--- config.mk ---
export PLATFORM = sky130hd
export DESIGN_NAME = pipe_hazard_ctrl_flat
export DESIGN_NICKNAME = d
export VERILOG_FILES = /design/src/rtl/pipe_hazard_ctrl_pkg.sv /design/src/rtl/pipe_hazard_ctrl_if.sv /design/src/rtl/pipe_hazard_ctrl_scoreboard.sv /design/src/rtl/pipe_hazard_ctrl.sv /design/src/flat_wrapper.sv
export SDC_FILE = /design/constraint.sdc
export NUM_CORES = 1
export LEC_CHECK = 0
export ABC_AREA = 0
export CAP_MARGIN = 30
export CORE_MARGIN = 3
export CORE_UTILIZATION = 50
export DETAILED_ROUTE_END_ITERATION = 10
export PLACE_DENSITY = 0.87
export SYNTH_ARGS = -nofsm -noshare
export SYNTH_HDL_FRONTEND = slang
export SYNTH_SLANG_ARGS = --single-unit
--- constraint.sdc ---
create_clock -name clk -period 2.37 [get_ports clk]
set_input_delay 0.474 -clock clk [delete_from_list [all_inputs] [get_ports clk]]
set_output_delay 0.474 -clock clk [all_outputs]
set_load 0.01 [all_outputs]
--- src/rtl/pipe_hazard_ctrl_pkg.sv ---
// Shared definitions for the decode-stage hazard controller: forward-select
// encodings, FSM state encodings, the default register address width and a
// small helper that resolves a forward source from scoreboard hits.
package pipe_hazard_ctrl_pkg;

    localparam int REG_ABUS = 5;

    localparam logic [1:0] FWD_REG = 2'b00;
    localparam logic [1:0] FWD_EX  = 2'b01;
    localparam logic [1:0] FWD_MEM = 2'b10;

    typedef enum logic [1:0] {
        ST_RUN     = 2'd0,
        ST_LDSTALL = 2'd1,
        ST_MEMWAIT = 2'd2
    } state_e;

    // EX wins over MEM, but a load in EX has no result yet and cannot forward.
    function automatic logic [1:0] fwd_select(input logic ex_hit,
                                              input logic ex_is_load,
                                              input logic mem_hit);
        logic [1:0] sel;
        sel = FWD_REG;
        if (mem_hit) sel = FWD_MEM;
        if (ex_hit && !ex_is_load) sel = FWD_EX;
        return sel;
    endfunction

endpackage

--- src/rtl/pipe_hazard_ctrl_if.sv ---
// Bundle between the ID stage and the hazard controller: decoded-instruction
// fields and memory status flow in, stall/flush/bubble controls, forward
// selects and the stall counter flow out.
interface pipe_hazard_ctrl_if
    import pipe_hazard_ctrl_pkg::*;
#(
    parameter int REG_AW = REG_ABUS,
    parameter int CNT_W  = 32
);
    logic              id_valid;
    logic [REG_AW-1:0] id_rs1;
    logic [REG_AW-1:0] id_rs2;
    logic              id_use_rs1;
    logic              id_use_rs2;
    logic [REG_AW-1:0] id_rd;
    logic              id_wr_en;
    logic              id_is_load;
    logic              id_redirect;
    logic              dmem_busy;

    logic              stall_if;
    logic              stall_id;
    logic              stall_ex;
    logic              bubble_ex;
    logic              flush_if;
    logic [1:0]        fwd_a;
    logic [1:0]        fwd_b;
    logic [CNT_W-1:0]  stall_cnt;

    // The pipeline side presents the ID instruction and consumes the controls.
    modport master (
        output id_valid, id_rs1, id_rs2, id_use_rs1, id_use_rs2,
               id_rd, id_wr_en, id_is_load, id_redirect, dmem_busy,
        input  stall_if, stall_id, stall_ex, bubble_ex, flush_if,
               fwd_a, fwd_b, stall_cnt
    );

    // The controller observes the ID instruction and drives the controls.
    modport slave (
        input  id_valid, id_rs1, id_rs2, id_use_rs1, id_use_rs2,
               id_rd, id_wr_en, id_is_load, id_redirect, dmem_busy,
        output stall_if, stall_id, stall_ex, bubble_ex, flush_if,
               fwd_a, fwd_b, stall_cnt
    );

endinterface

--- src/rtl/pipe_hazard_ctrl_scoreboard.sv ---
// Shadow copy of the destination registers sitting in EX and MEM, plus the
// register-match logic that yields the load-use hazard and forward selects.
module hazard_scoreboard
    import pipe_hazard_ctrl_pkg::*;
#(
    parameter int REG_AW = REG_ABUS
) (
    input  logic              clk,
    input  logic              rst,
    input  logic              i_hold,
    input  logic              i_bubble,
    input  logic              i_id_valid,
    input  logic [REG_AW-1:0] i_id_rs1,
    input  logic [REG_AW-1:0] i_id_rs2,
    input  logic              i_id_use_rs1,
    input  logic              i_id_use_rs2,
    input  logic [REG_AW-1:0] i_id_rd,
    input  logic              i_id_wr_en,
    input  logic              i_id_is_load,
    output logic              o_load_use,
    output logic [1:0]        o_fwd_a,
    output logic [1:0]        o_fwd_b
);

    logic              r_ex_v;
    logic [REG_AW-1:0] r_ex_rd;
    logic              r_ex_wr;
    logic              r_ex_ld;
    logic              r_mem_v;
    logic [REG_AW-1:0] r_mem_rd;
    logic              r_mem_wr;

    logic w_ex_hit_a;
    logic w_ex_hit_b;
    logic w_mem_hit_a;
    logic w_mem_hit_b;

    // Slots freeze on hold, take a NOP into EX on bubble, otherwise shift ID->EX->MEM.
    always_ff @(posedge clk) begin
        if (!rst) begin
            r_ex_v   <= 1'b0;
            r_ex_rd  <= '0;
            r_ex_wr  <= 1'b0;
            r_ex_ld  <= 1'b0;
            r_mem_v  <= 1'b0;
            r_mem_rd <= '0;
            r_mem_wr <= 1'b0;
        end else if (!i_hold) begin
            r_mem_v  <= r_ex_v;
            r_mem_rd <= r_ex_rd;
            r_mem_wr <= r_ex_wr;
            if (i_bubble) begin
                r_ex_v  <= 1'b0;
                r_ex_rd <= '0;
                r_ex_wr <= 1'b0;
                r_ex_ld <= 1'b0;
            end else begin
                r_ex_v  <= i_id_valid;
                r_ex_rd <= i_id_rd;
                r_ex_wr <= i_id_wr_en;
                r_ex_ld <= i_id_is_load;
            end
        end
    end

    // A slot only matches a real, writing instruction whose rd is not x0.
    always_comb begin
        w_ex_hit_a  = r_ex_v  && r_ex_wr  && (r_ex_rd  != '0) && (r_ex_rd  == i_id_rs1);
        w_ex_hit_b  = r_ex_v  && r_ex_wr  && (r_ex_rd  != '0) && (r_ex_rd  == i_id_rs2);
        w_mem_hit_a = r_mem_v && r_mem_wr && (r_mem_rd != '0) && (r_mem_rd == i_id_rs1);
        w_mem_hit_b = r_mem_v && r_mem_wr && (r_mem_rd != '0) && (r_mem_rd == i_id_rs2);
    end

    // Hazard and forward decisions apply only when ID holds a real instruction.
    always_comb begin
        o_load_use = i_id_valid && r_ex_ld &&
                     ((i_id_use_rs1 && w_ex_hit_a) || (i_id_use_rs2 && w_ex_hit_b));
        o_fwd_a    = FWD_REG;
        o_fwd_b    = FWD_REG;
        if (i_id_valid) begin
            o_fwd_a = fwd_select(w_ex_hit_a, r_ex_ld, w_mem_hit_a);
            o_fwd_b = fwd_select(w_ex_hit_b, r_ex_ld, w_mem_hit_b);
        end
    end

endmodule

--- src/rtl/pipe_hazard_ctrl.sv ---
// Decode-stage pipeline scheduler: load-use stalls with bubble insertion,
// redirect flushes and full freezes while data memory is busy. Controls are
// decided in the same cycle the condition appears, so they are a function of
// the registered FSM state and the current ID/memory inputs.
module pipe_hazard_ctrl
    import pipe_hazard_ctrl_pkg::*;
#(
    parameter int REG_AW   = REG_ABUS,
    parameter int LOAD_LAT = 1,
    parameter int CNT_W    = 32
) (
    input  logic              clk,
    input  logic              rst,
    pipe_hazard_ctrl_if.slave bus
);

    localparam int              LAT_W    = 2;
    localparam logic [LAT_W-1:0] LAT_INIT = LAT_W'(LOAD_LAT - 1);

    state_e           r_state;
    state_e           r_saved;
    logic [LAT_W-1:0] r_lat_cnt;
    logic [CNT_W-1:0] r_stall_cnt;

    state_e     w_resume;
    state_e     w_base;
    logic       w_load_use;
    logic [1:0] w_fwd_a;
    logic [1:0] w_fwd_b;
    logic       w_stall_if;
    logic       w_stall_id;
    logic       w_stall_ex;
    logic       w_bubble_ex;
    logic       w_flush_if;

    hazard_scoreboard #(
        .REG_AW (REG_AW)
    ) u_scoreboard (
        .clk          (clk),
        .rst          (rst),
        .i_hold       (w_stall_ex),
        .i_bubble     (w_bubble_ex),
        .i_id_valid   (bus.id_valid),
        .i_id_rs1     (bus.id_rs1),
        .i_id_rs2     (bus.id_rs2),
        .i_id_use_rs1 (bus.id_use_rs1),
        .i_id_use_rs2 (bus.id_use_rs2),
        .i_id_rd      (bus.id_rd),
        .i_id_wr_en   (bus.id_wr_en),
        .i_id_is_load (bus.id_is_load),
        .o_load_use   (w_load_use),
        .o_fwd_a      (w_fwd_a),
        .o_fwd_b      (w_fwd_b)
    );

    // Resolve the state actually in force this cycle: leaving MEMWAIT resumes the saved state, and an exhausted LDSTALL behaves as RUN.
    always_comb begin
        w_resume = (r_state == ST_MEMWAIT) ? r_saved : r_state;
        w_base   = (w_resume == ST_LDSTALL && r_lat_cnt == '0) ? ST_RUN : w_resume;
    end

    // Same-cycle control decode with priority memory-busy > load stall > redirect.
    always_comb begin
        w_stall_if  = 1'b0;
        w_stall_id  = 1'b0;
        w_stall_ex  = 1'b0;
        w_bubble_ex = 1'b0;
        w_flush_if  = 1'b0;
        if (rst) begin
            if (bus.dmem_busy) begin
                w_stall_if = 1'b1;
                w_stall_id = 1'b1;
                w_stall_ex = 1'b1;
            end else if (w_base == ST_LDSTALL || w_load_use) begin
                w_stall_if  = 1'b1;
                w_stall_id  = 1'b1;
                w_bubble_ex = 1'b1;
            end else begin
                w_flush_if = bus.id_valid && bus.id_redirect;
            end
        end
    end

    // FSM: remember where to resume after a memory wait and count remaining load bubbles.
    always_ff @(posedge clk) begin
        if (!rst) begin
            r_state   <= ST_RUN;
            r_saved   <= ST_RUN;
            r_lat_cnt <= '0;
        end else if (bus.dmem_busy) begin
            r_state <= ST_MEMWAIT;
            r_saved <= w_base;
        end else if (w_base == ST_LDSTALL) begin
            r_state   <= ST_LDSTALL;
            r_lat_cnt <= r_lat_cnt - LAT_W'(1);
        end else if (w_load_use) begin
            r_state   <= ST_LDSTALL;
            r_lat_cnt <= LAT_INIT;
        end else begin
            r_state <= ST_RUN;
        end
    end

    // Performance counter of cycles in which the ID instruction was held.
    always_ff @(posedge clk) begin
        if (!rst) begin
            r_stall_cnt <= '0;
        end else if (w_stall_id) begin
            r_stall_cnt <= r_stall_cnt + CNT_W'(1);
        end
    end

    assign bus.stall_if  = w_stall_if;
    assign bus.stall_id  = w_stall_id;
    assign bus.stall_ex  = w_stall_ex;
    assign bus.bubble_ex = w_bubble_ex;
    assign bus.flush_if  = w_flush_if;
    assign bus.fwd_a     = rst ? w_fwd_a : FWD_REG;
    assign bus.fwd_b     = rst ? w_fwd_b : FWD_REG;
    assign bus.stall_cnt = r_stall_cnt;

endmodule

--- src/flat_wrapper.sv ---
// flat-port wrapper written by rule: the top's interface ports become plain ports
module pipe_hazard_ctrl_flat import pipe_hazard_ctrl_pkg::*;
#(
    parameter int REG_AW   = REG_ABUS,
    parameter int LOAD_LAT = 1,
    parameter int CNT_W    = 32
)
  (clk, rst, bus_id_valid, bus_id_rs1, bus_id_rs2, bus_id_use_rs1, bus_id_use_rs2, bus_id_rd, bus_id_wr_en, bus_id_is_load, bus_id_redirect, bus_dmem_busy, bus_stall_if, bus_stall_id, bus_stall_ex, bus_bubble_ex, bus_flush_if, bus_fwd_a, bus_fwd_b, bus_stall_cnt);
  pipe_hazard_ctrl_if #(.REG_AW(REG_AW), .CNT_W(CNT_W)) bus_i ();
  input  logic clk;
  input  logic rst;
  input wire logic [$bits(bus_i.id_valid)-1:0] bus_id_valid;
  input wire logic [$bits(bus_i.id_rs1)-1:0] bus_id_rs1;
  input wire logic [$bits(bus_i.id_rs2)-1:0] bus_id_rs2;
  input wire logic [$bits(bus_i.id_use_rs1)-1:0] bus_id_use_rs1;
  input wire logic [$bits(bus_i.id_use_rs2)-1:0] bus_id_use_rs2;
  input wire logic [$bits(bus_i.id_rd)-1:0] bus_id_rd;
  input wire logic [$bits(bus_i.id_wr_en)-1:0] bus_id_wr_en;
  input wire logic [$bits(bus_i.id_is_load)-1:0] bus_id_is_load;
  input wire logic [$bits(bus_i.id_redirect)-1:0] bus_id_redirect;
  input wire logic [$bits(bus_i.dmem_busy)-1:0] bus_dmem_busy;
  output wire logic [$bits(bus_i.stall_if)-1:0] bus_stall_if;
  output wire logic [$bits(bus_i.stall_id)-1:0] bus_stall_id;
  output wire logic [$bits(bus_i.stall_ex)-1:0] bus_stall_ex;
  output wire logic [$bits(bus_i.bubble_ex)-1:0] bus_bubble_ex;
  output wire logic [$bits(bus_i.flush_if)-1:0] bus_flush_if;
  output wire logic [$bits(bus_i.fwd_a)-1:0] bus_fwd_a;
  output wire logic [$bits(bus_i.fwd_b)-1:0] bus_fwd_b;
  output wire logic [$bits(bus_i.stall_cnt)-1:0] bus_stall_cnt;
  assign bus_i.id_valid = bus_id_valid;
  assign bus_i.id_rs1 = bus_id_rs1;
  assign bus_i.id_rs2 = bus_id_rs2;
  assign bus_i.id_use_rs1 = bus_id_use_rs1;
  assign bus_i.id_use_rs2 = bus_id_use_rs2;
  assign bus_i.id_rd = bus_id_rd;
  assign bus_i.id_wr_en = bus_id_wr_en;
  assign bus_i.id_is_load = bus_id_is_load;
  assign bus_i.id_redirect = bus_id_redirect;
  assign bus_i.dmem_busy = bus_dmem_busy;
  assign bus_stall_if = bus_i.stall_if;
  assign bus_stall_id = bus_i.stall_id;
  assign bus_stall_ex = bus_i.stall_ex;
  assign bus_bubble_ex = bus_i.bubble_ex;
  assign bus_flush_if = bus_i.flush_if;
  assign bus_fwd_a = bus_i.fwd_a;
  assign bus_fwd_b = bus_i.fwd_b;
  assign bus_stall_cnt = bus_i.stall_cnt;
  pipe_hazard_ctrl #(.REG_AW(REG_AW), .LOAD_LAT(LOAD_LAT), .CNT_W(CNT_W)) u_core (.clk(clk), .rst(rst), .bus(bus_i));
endmodule
==> out/metrics.csv <==
stage,metric,value,unit
outcome,status,finished with violations,
outcome,violations,negative setup slack,
clock_network,cts_root_buf,clkbuf_8,
worst_setup_path,r2r_slack,0.02,ns
clock_network,path_clk_slew,0.09,ns
sta,slew_violations,0,
placed_design,hpwl,5.41,mm
logic_synthesis,async_reset_ff_share,0,%
global_routing,grt_use_met2,44.1,%
worst_setup_path,critical_path_required,1.90,ns
global_routing,grt_use_met1,32.2,%
cells_and_area,drive_gt1_share,22.9,%
routing,drtPass1Iterations,4,
cells_and_area,nets,459,
cells_and_area,fill_cells,366,
clock_network,cts_buffers,5,
logic_synthesis,synthFlopType,dfxtp_1,
pwr,p_sw_share,25.1,%
clock_network,htree_levels,2,
clock_network,ctsHoldBuffers,0,
logic_synthesis,synth_compound_area_share,17.4,%
logic_synthesis,synth-xor-area-share,12.9,%
logic_synthesis,yosys_register_bits,53,
worst_setup_path,timing.critical_path.cells,buf_4 > xor2_1 > nor2_2 > a41oi_4 > a21oi_4 > buf_6 > buf_6,
floorplan,core_area,5170,µm²
worst_setup_path,critPathMaxFanout,4,
floorplan,ios,65,
sta,max_freq,410,MHz
cells_and_area,synthToLayoutAreaGrowth,46.7,%
sta,period_needed,2.44,ns
global_routing,antenna_found_initial,0,
worst_setup_path,max_stage_delay,0.34,ns
worst_setup_path,endpoint_kind,output pin,
placed_design,port_buffers,64,
logic_synthesis,avgSynthCellArea,8.41,µm²
worst_setup_path,crit_buf_inv,3,
floorplan,dieArea,6370,µm²
clock_network,cts_tree,built,
routing,route.detailed.drc,0,
floorplan,start_util,52.7,%
routing,ant_nets,0,
pwr,intPower,1.26,mW
clock_network,cts_sinks,53,
worst_setup_path,critPathLaunchType,flip-flop,
routing,vias,2797,
sta,tightest_slew,0.331,ns
logic_synthesis,synth_fa_ha_area_share,0.919,%
worst_setup_path,worst-endpoint-arrival,1.97,ns
flow_run,max_cap_viol_count,0,
sta,rsz0062_at_grt,true,
logic_synthesis,syn-instance-count,324,
pwr,clockPowerShare,30.5,%
pwr,p_switching,422,µW
routing,wl,8.04,mm
global_routing,grt_pass1_wl,13.0,mm
global_routing,grt_max_degree,22,
floorplan,dieHeight,79.8,µm
sta,fin_skew,0.00758,ns
pwr,ir_drop,0.350,mV
cells_and_area,multi_input_area,1710,µm²
logic_synthesis,yosys-mux-area-fraction,2.94,%
placed_design,dp_slack,-0.653,ns
routing,avgRoutedWirePerCell,16.0,µm
pwr,p_per_area,421,nW/µm²
pwr,seqPwrFrac,55.0,%
sta,setup_slack,-0.0705,ns
global_routing,use_met3,4.74,%
worst_setup_path,slowest_stage,dfxtp_2,
routing,dr.first_iter.drc_count,184,
sta,finalHoldViolCount,0,
logic_synthesis,synthSimpleGateAreaFrac,23.4,%
sta,whs,0.486,ns
pwr,power.leakage,1.51,nW
floorplan,row_count,26,
routing,vias_per_cell,5.56,
sta,slew_headroom,77.9,%
global_routing,grt.total_usage,25.7,%
sta,setup_violations,3,
clock_network,clockBufferDepth,2,
pwr,power,1.68,mW
sta,tns,-0.153,ns
worst_setup_path,cp_common_cell,buf_6,
global_routing,grt_pass1_vias,2762,
logic_synthesis,synth_nets,350,
cells_and_area,diodes,0,
pwr,p_comb_share,14.6,%
placed_design,place.gp.congestion,0.920,
logic_synthesis,synth-edff-count,0,
global_routing,grt_overflow,0,
logic_synthesis,syn_area,2720,µm²
worst_setup_path,crit_family,compound AO/OA/AOI/OAI gates,
sta,finalCritPeriodShare,103,%
logic_synthesis,synth_top_family_by_area,simple AND/OR/NAND/NOR gates,
cells_and_area,regArea,1070,µm²
logic_synthesis,synth.distinct_cells,44,
logic_synthesis,ys_seq_area_share,39.0,%
clock_network,clock_latency,0.30,ns
global_routing,gr-max-usage-layer,met2,
logic_synthesis,yosysWarnings,0,
hold_path,hp-class,flip-flop to flip-flop,
worst_setup_path,worst-setup-path-type,flip-flop to output pin,
floorplan,chipWidth,79.8,µm
flip-flops by register name (all words and copies together) (netlist names):
| name | count |
|---|---|
| u_core.bus.stall_cnt | 32 |
| u_core.r_lat_cnt | 2 |
| u_core.r_saved | 2 |
| u_core.r_state | 2 |
| u_core.u_scoreboard.r_ex_ld | 1 |
| u_core.u_scoreboard.r_ex_rd | 5 |
| u_core.u_scoreboard.r_ex_v | 1 |
| u_core.u_scoreboard.r_ex_wr | 1 |
| u_core.u_scoreboard.r_mem_rd | 5 |
| u_core.u_scoreboard.r_mem_v | 1 |
| u_core.u_scoreboard.r_mem_wr | 1 |
tightest hold or removal path, delay by kind of cell, from the launching register on:
kind	cells	cell delay, ns
compound gates	1	0.05
flops	1	0.33
simple gates	1	0.06
cells in the final DEF, fill, tap and decap left out, types with 15 or more instances in the layout:
cell and n:
xnor2_1 24, xor2_1 15, dfxtp_1 45, a21oi_1 26, clkdlybuf4s50_1 43, nor2_1 34
buf_4 47, nand2_1 28, nand3_1 24
per-layer routing:
| metal | up-vias | share of wire [%] |
|---|---|---|
| met4 | 0 | 1.6 |
| met3 | 12 | 5.6 |
| met5 | - | 0 |
| met1 | 1336 | 43 |
| met2 | 92 | 50 |
| li1 | 1357 | - |
Yosys cell counts, types with 3 or more instances:
cell,n,area share (%)
dfxtp_1,53,39
nor2_1,36,5.0
nand2_1,31,4.3
a21oi_1,27,5.0
nand3_1,24,4.4
xnor2_1,24,7.7
xor2_1,16,5.1
o21ai_0,13,2.4
and3_1,10,2.3
clkbuf_1,8,1.1
inv_1,8,1.1
mux2i_1,8,2.9
or3_1,8,1.8
a211oi_1,6,1.7
and2_1,4,0.92
buf_2,4,0.73
nor3_1,4,0.73
and4_1,3,0.96
o21a_1,3,0.83
o31ai_1,3,0.83
or4_1,3,0.83
area by class of cell:
type                       count  share of cell area [%]
sequential                    53                    26.9
multi-input combinational    248                    42.9
clock buffer                   7                    2.16
tap                           70                    2.19
inverter                       9                   0.845
timing repair buffer         116                    25.1
power groups by stage:
stage	sequential [mW]	combinational (mW)	clock, mW
final	0.925	0.245	0.513
after detailed placement	0.943	0.216	0
after CTS	0.922	0.223	0.512
after global placement	0.942	0.211	0
after floorplan	0.944	0.0931	0
after global routing	0.927	0.264	0.552
final timing paths:
kind	from	endpoint	depth (start not counted)
worst max-delay path	u_core.u_scoreboard.r_ex_rd[1]$_SDFFE_PN0N_	bus_stall_id	7
worst min-delay path	u_core.u_scoreboard.r_ex_v$_SDFFE_PN0N_	u_core.u_scoreboard.r_ex_v$_SDFFE_PN0N_	2
worst max register to register	u_core.u_scoreboard.r_ex_rd[3]$_SDFFE_PN0N_	u_core.bus.stall_cnt[23]$_SDFFE_PN0P_	11
worst min register to register	u_core.u_scoreboard.r_ex_v$_SDFFE_PN0N_	u_core.u_scoreboard.r_ex_v$_SDFFE_PN0N_	2
cell families after synthesis:
kind of cell,Yosys count
xor+xnor,40
fa+ha+maj,2
buf+inv,23
compound gates,68
mux,8
simple gates,130
flops,53
timing repair:
action / CTS / global route
setup buffers: 9 / 5
resized for setup: 51 / 33
endpoints found under the setup margin: 21 / 21
pin swaps: 14 / 13
per-stage QoR:
step | cells | util, % | instance area, µm²
after floorplan | 324 | - | 2720
after global placement | 482 | 71.1 | 3680
after detailed placement | 482 | 71.1 | 3680
after CTS | 498 | 74.3 | 3840
after global routing | 503 | 77.3 | 4000
final | 503 | 77.3 | 4000
Note: power is estimated with default switching activity, not from simulation.
